**src/rtl/axi_lite_arbiter.sv**
```systemverilog
`default_nettype none
// ============================================================================
// Module   : axi_lite_arbiter
// Brief    : 2:1 AXI-Lite arbiter (m0 = IFU read-only, m1 = LSU read/write)
//            sharing one slave port; one transaction outstanding at a time.
// Config   : ARB_ROUND_ROBIN_EN -> round-robin on m0/m1 contention,
//            otherwise fixed priority with m1 winning.
// Revision : 1.0 - initial release
// ============================================================================
module axi_lite_arbiter #(
  parameter int ADDR_W = 32,
  parameter int DATA_W = 32,
  parameter int STRB_W = DATA_W / 8
) (
  input  logic              clk_i,
  input  logic              rst_i,
  // m0: instruction fetch, read only
  input  logic              m0_ar_valid_i,
  input  logic [ADDR_W-1:0] m0_ar_addr_i,
  output logic              m0_ar_ready_o,
  output logic              m0_r_valid_o,
  output logic [DATA_W-1:0] m0_r_data_o,
  output logic [1:0]        m0_r_resp_o,
  input  logic              m0_r_ready_i,
  // m1: load/store, read + write
  input  logic              m1_ar_valid_i,
  input  logic [ADDR_W-1:0] m1_ar_addr_i,
  output logic              m1_ar_ready_o,
  output logic              m1_r_valid_o,
  output logic [DATA_W-1:0] m1_r_data_o,
  output logic [1:0]        m1_r_resp_o,
  input  logic              m1_r_ready_i,
  input  logic              m1_aw_valid_i,
  input  logic [ADDR_W-1:0] m1_aw_addr_i,
  output logic              m1_aw_ready_o,
  input  logic              m1_w_valid_i,
  input  logic [DATA_W-1:0] m1_w_data_i,
  input  logic [STRB_W-1:0] m1_w_strb_i,
  output logic              m1_w_ready_o,
  output logic              m1_b_valid_o,
  output logic [1:0]        m1_b_resp_o,
  input  logic              m1_b_ready_i,
  // shared slave port
  output logic              s_ar_valid_o,
  output logic [ADDR_W-1:0] s_ar_addr_o,
  input  logic              s_ar_ready_i,
  input  logic              s_r_valid_i,
  input  logic [DATA_W-1:0] s_r_data_i,
  input  logic [1:0]        s_r_resp_i,
  output logic              s_r_ready_o,
  output logic              s_aw_valid_o,
  output logic [ADDR_W-1:0] s_aw_addr_o,
  input  logic              s_aw_ready_i,
  output logic              s_w_valid_o,
  output logic [DATA_W-1:0] s_w_data_o,
  output logic [STRB_W-1:0] s_w_strb_o,
  input  logic              s_w_ready_i,
  input  logic              s_b_valid_i,
  input  logic [1:0]        s_b_resp_i,
  output logic              s_b_ready_o,
  output logic [1:0]        grant_o
);

  localparam logic [3:0] ST_IDLE   = 4'b0001;
  localparam logic [3:0] ST_M0_RD  = 4'b0010;
  localparam logic [3:0] ST_M1_RD  = 4'b0100;
  localparam logic [3:0] ST_M1_WR  = 4'b1000;

  logic [3:0] r_state;
  logic [3:0] w_state_nxt;
  logic       r_last_m1;
  logic       w_last_m1_nxt;
  logic       w_req0;
  logic       w_req1;
  logic       w_pick_m1;

  always_ff @(posedge clk_i) begin
    if (!rst_i) begin
      r_state   <= ST_IDLE;
      r_last_m1 <= 1'b0;
    end else begin
      r_state   <= w_state_nxt;
      r_last_m1 <= w_last_m1_nxt;
    end
  end

  assign w_req0 = m0_ar_valid_i;
  assign w_req1 = m1_ar_valid_i | m1_aw_valid_i;

`ifdef ARB_ROUND_ROBIN_EN
  // On contention the master that lost the previous arbitration wins.
  assign w_pick_m1 = w_req1 & (~w_req0 | ~r_last_m1);
`else
  assign w_pick_m1 = w_req1;
  logic w_unused_last_m1;
  assign w_unused_last_m1 = r_last_m1;
`endif

  always_comb begin
    w_state_nxt   = r_state;
    w_last_m1_nxt = r_last_m1;
    case (r_state)
      ST_IDLE: begin
        if (w_pick_m1) begin
          // A pending m1 read is served ahead of a pending m1 write.
          w_state_nxt   = m1_ar_valid_i ? ST_M1_RD : ST_M1_WR;
          w_last_m1_nxt = 1'b1;
        end else if (w_req0) begin
          w_state_nxt   = ST_M0_RD;
          w_last_m1_nxt = 1'b0;
        end
      end
      ST_M0_RD: if (s_r_valid_i && m0_r_ready_i) w_state_nxt = ST_IDLE;
      ST_M1_RD: if (s_r_valid_i && m1_r_ready_i) w_state_nxt = ST_IDLE;
      ST_M1_WR: if (s_b_valid_i && m1_b_ready_i) w_state_nxt = ST_IDLE;
      default:  w_state_nxt = ST_IDLE;
    endcase
  end

  always_comb begin
    grant_o       = 2'b00;
    m0_ar_ready_o = 1'b0;
    m0_r_valid_o  = 1'b0;
    m0_r_data_o   = '0;
    m0_r_resp_o   = 2'b00;
    m1_ar_ready_o = 1'b0;
    m1_r_valid_o  = 1'b0;
    m1_r_data_o   = '0;
    m1_r_resp_o   = 2'b00;
    m1_aw_ready_o = 1'b0;
    m1_w_ready_o  = 1'b0;
    m1_b_valid_o  = 1'b0;
    m1_b_resp_o   = 2'b00;
    s_ar_valid_o  = 1'b0;
    s_ar_addr_o   = '0;
    s_r_ready_o   = 1'b0;
    s_aw_valid_o  = 1'b0;
    s_aw_addr_o   = '0;
    s_w_valid_o   = 1'b0;
    s_w_data_o    = '0;
    s_w_strb_o    = '0;
    s_b_ready_o   = 1'b0;
    case (r_state)
      ST_M0_RD: begin
        grant_o       = 2'b01;
        s_ar_valid_o  = m0_ar_valid_i;
        s_ar_addr_o   = m0_ar_addr_i;
        m0_ar_ready_o = s_ar_ready_i;
        m0_r_valid_o  = s_r_valid_i;
        m0_r_data_o   = s_r_data_i;
        m0_r_resp_o   = s_r_resp_i;
        s_r_ready_o   = m0_r_ready_i;
      end
      ST_M1_RD: begin
        grant_o       = 2'b10;
        s_ar_valid_o  = m1_ar_valid_i;
        s_ar_addr_o   = m1_ar_addr_i;
        m1_ar_ready_o = s_ar_ready_i;
        m1_r_valid_o  = s_r_valid_i;
        m1_r_data_o   = s_r_data_i;
        m1_r_resp_o   = s_r_resp_i;
        s_r_ready_o   = m1_r_ready_i;
      end
      ST_M1_WR: begin
        // AW and W pass through independently; the master drops each valid
        // after its own handshake, so no per-channel tracking is needed.
        grant_o       = 2'b10;
        s_aw_valid_o  = m1_aw_valid_i;
        s_aw_addr_o   = m1_aw_addr_i;
        m1_aw_ready_o = s_aw_ready_i;
        s_w_valid_o   = m1_w_valid_i;
        s_w_data_o    = m1_w_data_i;
        s_w_strb_o    = m1_w_strb_i;
        m1_w_ready_o  = s_w_ready_i;
        m1_b_valid_o  = s_b_valid_i;
        m1_b_resp_o   = s_b_resp_i;
        s_b_ready_o   = m1_b_ready_i;
      end
      default: ;
    endcase
  end

endmodule
`default_nettype wire
```
**config.mk**
```make
export PLATFORM = sky130hd
export DESIGN_NAME = axi_lite_arbiter
export DESIGN_NICKNAME = d
export VERILOG_FILES = /design/src/rtl/axi_lite_arbiter.sv
export SDC_FILE = /design/constraint.sdc
export NUM_CORES = 1
export LEC_CHECK = 0
export BUFFER_PORTS_ARGS = -buffer_cell sky130_fd_sc_hd__buf_2
export CAP_MARGIN = 20
export CORE_AREA = 2 2 141 143
export CTS_CLUSTER_SIZE = 24
export DETAILED_ROUTE_END_ITERATION = 10
export DIE_AREA = 0 0 143 145
export GPL_TIMING_DRIVEN = 0
export PLACE_DENSITY = 0.39
export SLEW_MARGIN = 40
export SYNTH_ARGS = -nofsm -noshare
export SYNTH_HDL_FRONTEND = slang
export SYNTH_SLANG_ARGS = --single-unit
```
**constraint.sdc**
```tcl
create_clock -name clk_i -period 2.1 [get_ports clk_i]
set_clock_uncertainty 0.15 [all_clocks]
set_input_delay 0.42 -clock clk_i [delete_from_list [all_inputs] [get_ports clk_i]]
set_output_delay 0.42 -clock clk_i [all_outputs]
set_load 0.005 [all_outputs]
```
; After elaboration in Yosys (flattened, before gate mapping)
; Index checks and enable logic that the tools add are counted.
[totals]
input_bits = 182
regBits = 4
elab_cells = 44
[classes]
n_eq_ne = 8
n_bitwise = 1
mux = 29
reduce_logical = 5
[op_table]
columns = op, n
row1 = two-way mux 32 bit, 4
row2 = case mux 32 bit (2 select lines), 1
row3 = two-way mux 4 bit, 7
row4 = case mux 4 bit (4 select lines), 1
row5 = two-way mux 1 bit, 10
row6 = two-way mux 2 bit, 3
row7 = != test 2 bit (second input constant), 3
row8 = == test 4 x 1 -> 1 bit (second input constant), 1
row9 = == test 4 x 2 -> 1 bit (second input constant), 1
row10 = == test 4 x 3 -> 1 bit (second input constant), 1
row11 = == test 4 bit (second input constant), 1
row12 = case mux 1 bit (2 select lines), 2
row13 = case mux 2 bit (2 select lines), 1
row14 = AND reduction 4 bit, 1
row15 = logical AND 1 bit, 3
row16 = != test 3 bit (second input constant), 1
row17 = OR reduction 2 bit, 1
row18 = OR 1 bit, 1

; Logic depth before layout (Yosys ltp)
; Gate-level depths: netlist of the first run.
[logic_depth]
ltp_word = 3
mapped_depth = 4
mapped_depth_nobuf = 4

; Worst setup path after synthesis of the first run
; Ideal clock, no wire load.
[synth_timing]
path_type = register to output
startpoint = register r_state[3]
endpoint = output port m1_b_resp_o[0]
stages_incl_launch_ff = 5
slack_ps = 202
t_required_ps = 1530
n_path_buf = 2
arrival_ps = 1328
path_cell_list = dfxtp_1 nor4b_4 clkbuf_1 clkbuf_2 and2_1
[synth_via]
elab_chain_len = 2
[synth_rtl]
columns = item, line
row1 = start: declaration, 69  ; logic [3:0] r_state;
row2 = start signal: assignment, 82  ; r_state <= w_state_nxt;
row3 = == test 4 bit, 143  ; case (r_state)
row4 = two-way mux 2 bit, 143
row5 = end: declaration, 41  ; output logic [1:0] m1_b_resp_o,
; No other way between the ends.

; Final worst setup path of the first run
[layout_timing]
startpoint = register r_state[2]
endpoint = output port s_ar_addr_o[20]
[layout_via]
elab_chain_len = 2
[layout_rtl]
columns = item, line
row1 = == test 4 x 3 -> 1 bit / == test 4 x 2 -> 1 bit (equally long branches), 143
row2 = case mux 32 bit (2 select lines) (*), 143
row3 = end: declaration, 45  ; output logic [ADDR_W-1:0] s_ar_addr_o,
; Mark *: on every way between the ends. The rest lies on a longest branch, timed or not.

==> key figures, run 1 <==
Floorplan
  • Placeable Area: 19200 µm²
  • Die Wd: 143 µm
  • Starting density of the core: 8.23%
  • Die area: 20700 µm²
  • Row cnt: 51
  • Die Ht: 145 µm
  • # IOs: 366

Placement
  • I/O Buffers: 365
  • Setup slack at placement: -0.649 ns
  • Gpl congestion: 0.805
  • Inst Count DP: 859
  • HPWL Detailed: 9760 µm

Setup path
  • Cell Chain, Critical Path: nor2b_4 > nor3b_4 > buf_6 > buf_12 > buf_12 > a22o_1 > buf_2
  • Crit path top cell by count: buf_12
  • Setup CP Type: reg -> out
  • Crit-path max FO: 6
  • Delay-heaviest family, CP: buffers and inverters
  • Buffers & Inverters on Critical Path: 4
  • Crit-path slowest cell: dfxtp_4
  • Critical Path Source Type: register
  • Worst path max stage delay: 0.37 ns
  • Worst EP arrival: 1.68 ns
  • CP Capture Type: primary output
  • Worst path required time: 1.53 ns

Status
  • Status: finished, violations left
  • Violated checks: negative setup slack

Global route
  • Vias in the first global route: 3005
  • Largest net degree at the start of global routing: 11
  • Antenna violations before repair: 0
  • Overall Global Routing Usage: 10.4%
  • First-pass GRT wire length: 16700 µm
  • Remaining Overflow, GRT: 0

Finish
  • Non-filler cells, final: 893
  • Filler cells: 2086
  • Reg with most FFs: r_state
  • Layout Nets: 812
  • Fraction of layout cells with a size suffix above 1: 81.4%
  • Area growth syn-to-layout: 231%
  • Max reg flops: 4
  • Biggest regs: r_state (4)
  • Fin util: 27.2%
  • Register area: 92.6 µm²
  • Antenna Cells: 0
  • Multi-input gate area: 1620 µm²

Timing
  • Worst Tran Pin Value: 0.641 ns
  • Final worst slack: -0.145 ns
  • Minimum clock period after layout: 2.25 ns
  • Post-Route Setup TNS: -7.35 ns
  • Fin crit share: 107%
  • Setup Viol. Count Final: 116
  • Final hold violation count: 0
  • Max Fclk: 0.445 GHz
  • Slew Limit Fails: 0
  • RSZ-0062 raised after global routing: true
  • Worst rel slew slack: 56.7%

Pwr
  • Combinational Power Share: 57.5%
  • PwrDens: 177 nW/µm²
  • NetSw: 266 µW
  • Clock network power share: 32.0%
  • Internal power: 661 µW
  • Sequential share of power: 10.6%
  • Leakage power: 0.00296 µW
  • Max IR drop VDD: 0.193 mV
  • Switching Share: 28.7%

Detailed routing
  • WL final: 13000 µm
  • WL met2: 6760 µm
  • Final ANT Viol Nets: 0
  • Initial drt markers: 93
  • WL/cell: 14.5 µm
  • Highest Signal Layer: met4
  • Routed vias: 3190
  • Routed wl met3: 774 µm
  • DRC viols: 0
  • Via/cell ratio: 3.57
  • WL met1: 5360 µm
  • First-pass DRT Iterations: 4

Synthesis
  • Post-Syn Area: 1580 µm²
  • Yosys cell types: 22
  • Seq/Total Area, Yosys: 5.07%
  • Post-Syn Nets: 411
  • Synthesized area per cell: 6.90 µm²
  • Cells after Synth: 229
  • YS warnings: 0
  • Synthesized flop and latch total: 4
  • Top cell type's share of synthesized area: 58.6%
  • Top post-synthesis cells by area: and2_1, a22o_1, dfxtp_1
  • Largest area contributor in the netlist: and2_1

Clocking
  • CTS tree: built
  • H-tree lvl count: 1
  • CTS sink cnt: 4
  • Root Driver: clkbuf_16
  • Clk slew on worst S/H paths: 0.03 ns
  • CTS Buffer Depth: 2
  • TritonCTS Buffers: 3
  • Clk_lat worst skew: 0.22 ns
  • Cts-stage hold buffer count: 0

Run
  • Max Cap Viol: 0

Hold path
  • Hold crit path type: in -> reg
routing by layer:
layer / global-route usage (%) / up-vias
met1: 12.7 / 1449
met3: 1.55 / 10
met2: 19.5 / 165
met5: 0 / -
li1: - / 1566
met4: 1.14 / 0
power by group through the flow:
stage	clock network, µW	logic [µW]	registers, µW
after floorplan	0	114	98.3
after global placement	0	377	101
after detailed placement	0	377	101
after CTS	297	458	97.9
after global routing	310	577	99.2
final	297	533	97.9
cells by family (layout without fill, tap and decap cells):
family	after synthesis	in the layout	synth area share, %
AOI/OAI and AO/OA	42	42	22.6
buffers and inverters	22	421	5.78
DFF	4	4	5.07
and+or+nand+nor	161	161	66.5
final cells by class:
class	count	share of cell area, %
Buffer	17	5.17
Multi-Input combinational cell	203	31.0
Timing Repair Buffer	401	54.3
Sequential cell	4	1.77
Clock buffer	3	1.44
Tap cell	265	6.34
placed cells by master, fill, tap and decap left out:
cell / synthesis / final
buf_8: 0 / 12
and3b_1: 1 / 1
and2_4: 0 / 81
nor3_1: 1 / 1
nor4b_1: 1 / 1
or2_2: 1 / 1
a21boi_0: 1 / 1
buf_16: 0 / 1
o31ai_1: 1 / 1
buf_12: 0 / 4
buf_6: 0 / 97
nor4b_4: 2 / 2
clkbuf_8: 0 / 3
buf_2: 4 / 285
nor2b_4: 0 / 1
buf_4: 0 / 8
a21oi_1: 1 / 1
nor2b_1: 3 / 2
clkbuf_16: 0 / 11
nand2_1: 2 / 2
and2_1: 148 / 67
nor3b_4: 1 / 1
nor2_1: 1 / 1
a32oi_1: 1 / 1
a22oi_1: 2 / 2
dfxtp_2: 0 / 1
dfxtp_4: 0 / 3
o21a_1: 1 / 1
o31a_1: 1 / 1
a22o_1: 34 / 34
path summary, 6_finish.rpt:
check / from / end / slack [ns] / cells after the start
min reg2reg: r_state[3] / r_state[0] / 0.56 / 2
max: r_state[2] / s_ar_addr_o[20] / -0.15 / 7
min: rst_i / r_state[0] / 0.28 / 2
max reg2reg: r_state[0] / r_state[0] / 0.37 / 5
synthesized netlist by cell type, drive strengths merged:
cell	instances
nand2	2
o21a	1
buf	4
o31a	1
nor2b	3
clkbuf	18
a21boi	1
and2	148
and3b	1
a32oi	1
nor3b	1
nor3	1
nor2	1
dfxtp	4
a21oi	1
a22oi	2
nor4b	3
or2	1
a22o	34
o31ai	1
stage by stage:
stage	hold slack [ns]	power [µW]	instance area, µm²
after floorplan	0.341	212	1580
after global placement	0.481	478	3740
after detailed placement	0.487	478	3740
after CTS	0.263	853	4430
after global routing	0.287	986	5230
final	0.277	927	5230
repair_timing:
action,in CTS,in global routing
resized for setup,104,162
pin swaps,40,44
buffers inserted,16,6
gates cloned,6,9
hold endpoints to repair,0,0
setup endpoints to repair,184,168
worst register-to-register path: stages, from the launching register on:
cell and delay [ns]:
dfxtp_4 0.37, buf_4 0.13, buf_4 0.10, nor4b_1 0.53, o31a_1 0.25, o31ai_1 0.07
No activity file was read; power rests on OpenSTA's default activity.
==> inputs of run 2 (changes only) <==
--- a/config.mk
+++ b/config.mk
@@ -13,6 +13,8 @@
 export DIE_AREA = 0 0 143 145
 export GPL_TIMING_DRIVEN = 0
 export PLACE_DENSITY = 0.39
+export SETUP_SLACK_MARGIN = 0.3
+export SKIP_CTS_REPAIR_TIMING = 1
 export SLEW_MARGIN = 40
 export SYNTH_ARGS = -nofsm -noshare
 export SYNTH_HDL_FRONTEND = slang
==> key figures, run 2 (synthesized netlist as in run 1, its figures left out) <==
Status
  • Status: finished, violations left
  • Violated checks: negative setup slack

Global route
  • Vias in the first global route: 2739
  • Overall Global Routing Usage: 8.58%
  • Remaining Overflow, GRT: 0
  • Antenna violations before repair: 1
  • First-pass GRT wire length: 13900 µm
  • Largest net degree at the start of global routing: 11

Setup path
  • Crit-path max FO: 10
  • R2R setup slack: 0.45 ns
  • Critical Path Source Type: register
  • CP Capture Type: primary output
  • R2R Path End: r_state[0]
  • Reg2reg path depth: 4
  • Setup CP Type: reg -> out
  • Worst EP arrival: 1.60 ns
  • Critical R2R Launch: r_state[0]
  • Worst path required time: 1.53 ns
  • Worst path max stage delay: 0.37 ns
  • Crit-path slowest cell: dfxtp_4
  • Cell Chain, Critical Path: nor2b_4 > nor3b_4 > buf_6 > buf_8 > a22o_1 > buf_2

Timing
  • Worst rel slew slack: 61.9%
  • Fin crit share: 103%
  • Final worst slack: -0.0669 ns
  • Worst Tran Pin Value: 0.564 ns
  • Hold WS: 0.272 ns
  • Slew Limit Fails: 0
  • Final hold violation count: 0
  • Minimum clock period after layout: 2.17 ns
  • Max Fclk: 0.461 GHz
  • RSZ-0062 raised after global routing: true
  • Setup Viol. Count Final: 71

Pwr
  • Tot Pwr: 830 µW
  • Max IR drop VDD: 0.216 mV
  • Leakage power: 0.00275 µW
  • PwrDens: 186 nW/µm²

Clocking
  • CTS sink cnt: 4
  • H-tree lvl count: 1
  • TritonCTS Buffers: 3
  • Root Driver: clkbuf_16
  • Clk_lat worst skew: 0.22 ns
  • CTS Buffer Depth: 2
  • Clk slew on worst S/H paths: 0.03 ns
  • CTS tree: built

Detailed routing
  • Initial drt markers: 48
  • Final ANT Viol Nets: 0
  • DRC viols: 0
  • Via/cell ratio: 3.54
  • First-pass DRT Iterations: 4
  • Routed vias: 3143
  • WL/cell: 12.1 µm
  • WL final: 10700 µm

Finish
  • Most frequent cells in the layout: buf_2, and2_1, buf_6, a22o_1, and2_4
  • Filler cells: 2150
  • Layout Nets: 806
  • Max reg flops: 4
  • Reg with most FFs: r_state
  • Fin util: 23.2%
  • Final Cell Area: 4470 µm²
  • Commonest non-fill, non-tap cell in the layout: buf_2
  • Register area: 95.1 µm²
  • Multi-input gate area: 1490 µm²
  • Area growth syn-to-layout: 183%
  • Fraction of layout cells with a size suffix above 1: 73.2%
  • Biggest regs: r_state (4)

Floorplan
  • Row cnt: 51
  • # IOs: 366
  • Die Wd: 143 µm
  • Starting density of the core: 8.23%
  • Die area: 20700 µm²
  • Placeable Area: 19200 µm²
  • Die Ht: 145 µm

Hold path
  • Hold crit path type: in -> reg
  • WHS Endpoint: r_state[0]
  • HP Start: rst_i
  • Hold depth: 2

Placement
  • Cell Area, Placed: 3760 µm²
  • HPWL Detailed: 8930 µm
  • Gpl congestion: 0.751
  • I/O Buffers: 365
  • Setup slack at placement: -0.504 ns

Run
  • Max Cap Viol: 0
## run 2: power by group
part / switching [µW] / internal, µW / leakage [µW] / total, µW
clock network: 47.9 / 243 / 0.0000370 / 291
logic: 165 / 277 / 0.00268 / 441
registers: 13.8 / 83.6 / 0.0000352 / 97.5
## run 2: critical path: cells and delay by family, from the launching register on
| kind | cells | cell delay, ns |
|---|---|---|
| DFF | 1 | 0.37 |
| buffers and inverters | 3 | 0.44 |
| and+or+nand+nor | 2 | 0.42 |
| AOI/OAI and AO/OA | 1 | 0.13 |
## run 2: worst max-delay path by stage
stage	startpoint	to	slack [ns]	depth (start not counted)
3_5_place_dp	r_state[1]	s_ar_addr_o[18]	-0.50	4
5_1_grt	r_state[2]	s_ar_valid_o	-0.15	6
2_1_floorplan	r_state[2]	m1_ar_ready_o	0.31	4
6_report	r_state[2]	s_ar_valid_o	-0.07	6
4_1_cts	r_state[1]	s_ar_addr_o[18]	-0.76	4
3_3_place_gp	r_state[1]	s_ar_addr_o[18]	-0.52	4
## run 2: cell type report
cell class | count | share of cell area [%]
Antenna cell | 1 | 0.0560
Buffer | 22 | 5.24
Clock buffer | 3 | 1.68
Multi-Input combinational cell | 203 | 33.5
Sequential cell | 4 | 2.13
Tap cell | 265 | 7.43
Timing Repair Buffer | 390 | 50.0
## run 2: routing by layer
metal	routed length (µm)	track usage, %
met1	3560	8.01
met2	6000	18.1
met3	985	1.68
met4	197	2.28
met5	0	0
## run 2: stage by stage
stage,setup TNS [ns],std cells
6_report,-1.91,888
5_1_grt,-12.33,887
4_1_cts,-79.15,862
3_5_place_dp,-36.42,859
3_3_place_gp,-35.34,859
2_1_floorplan,0,229
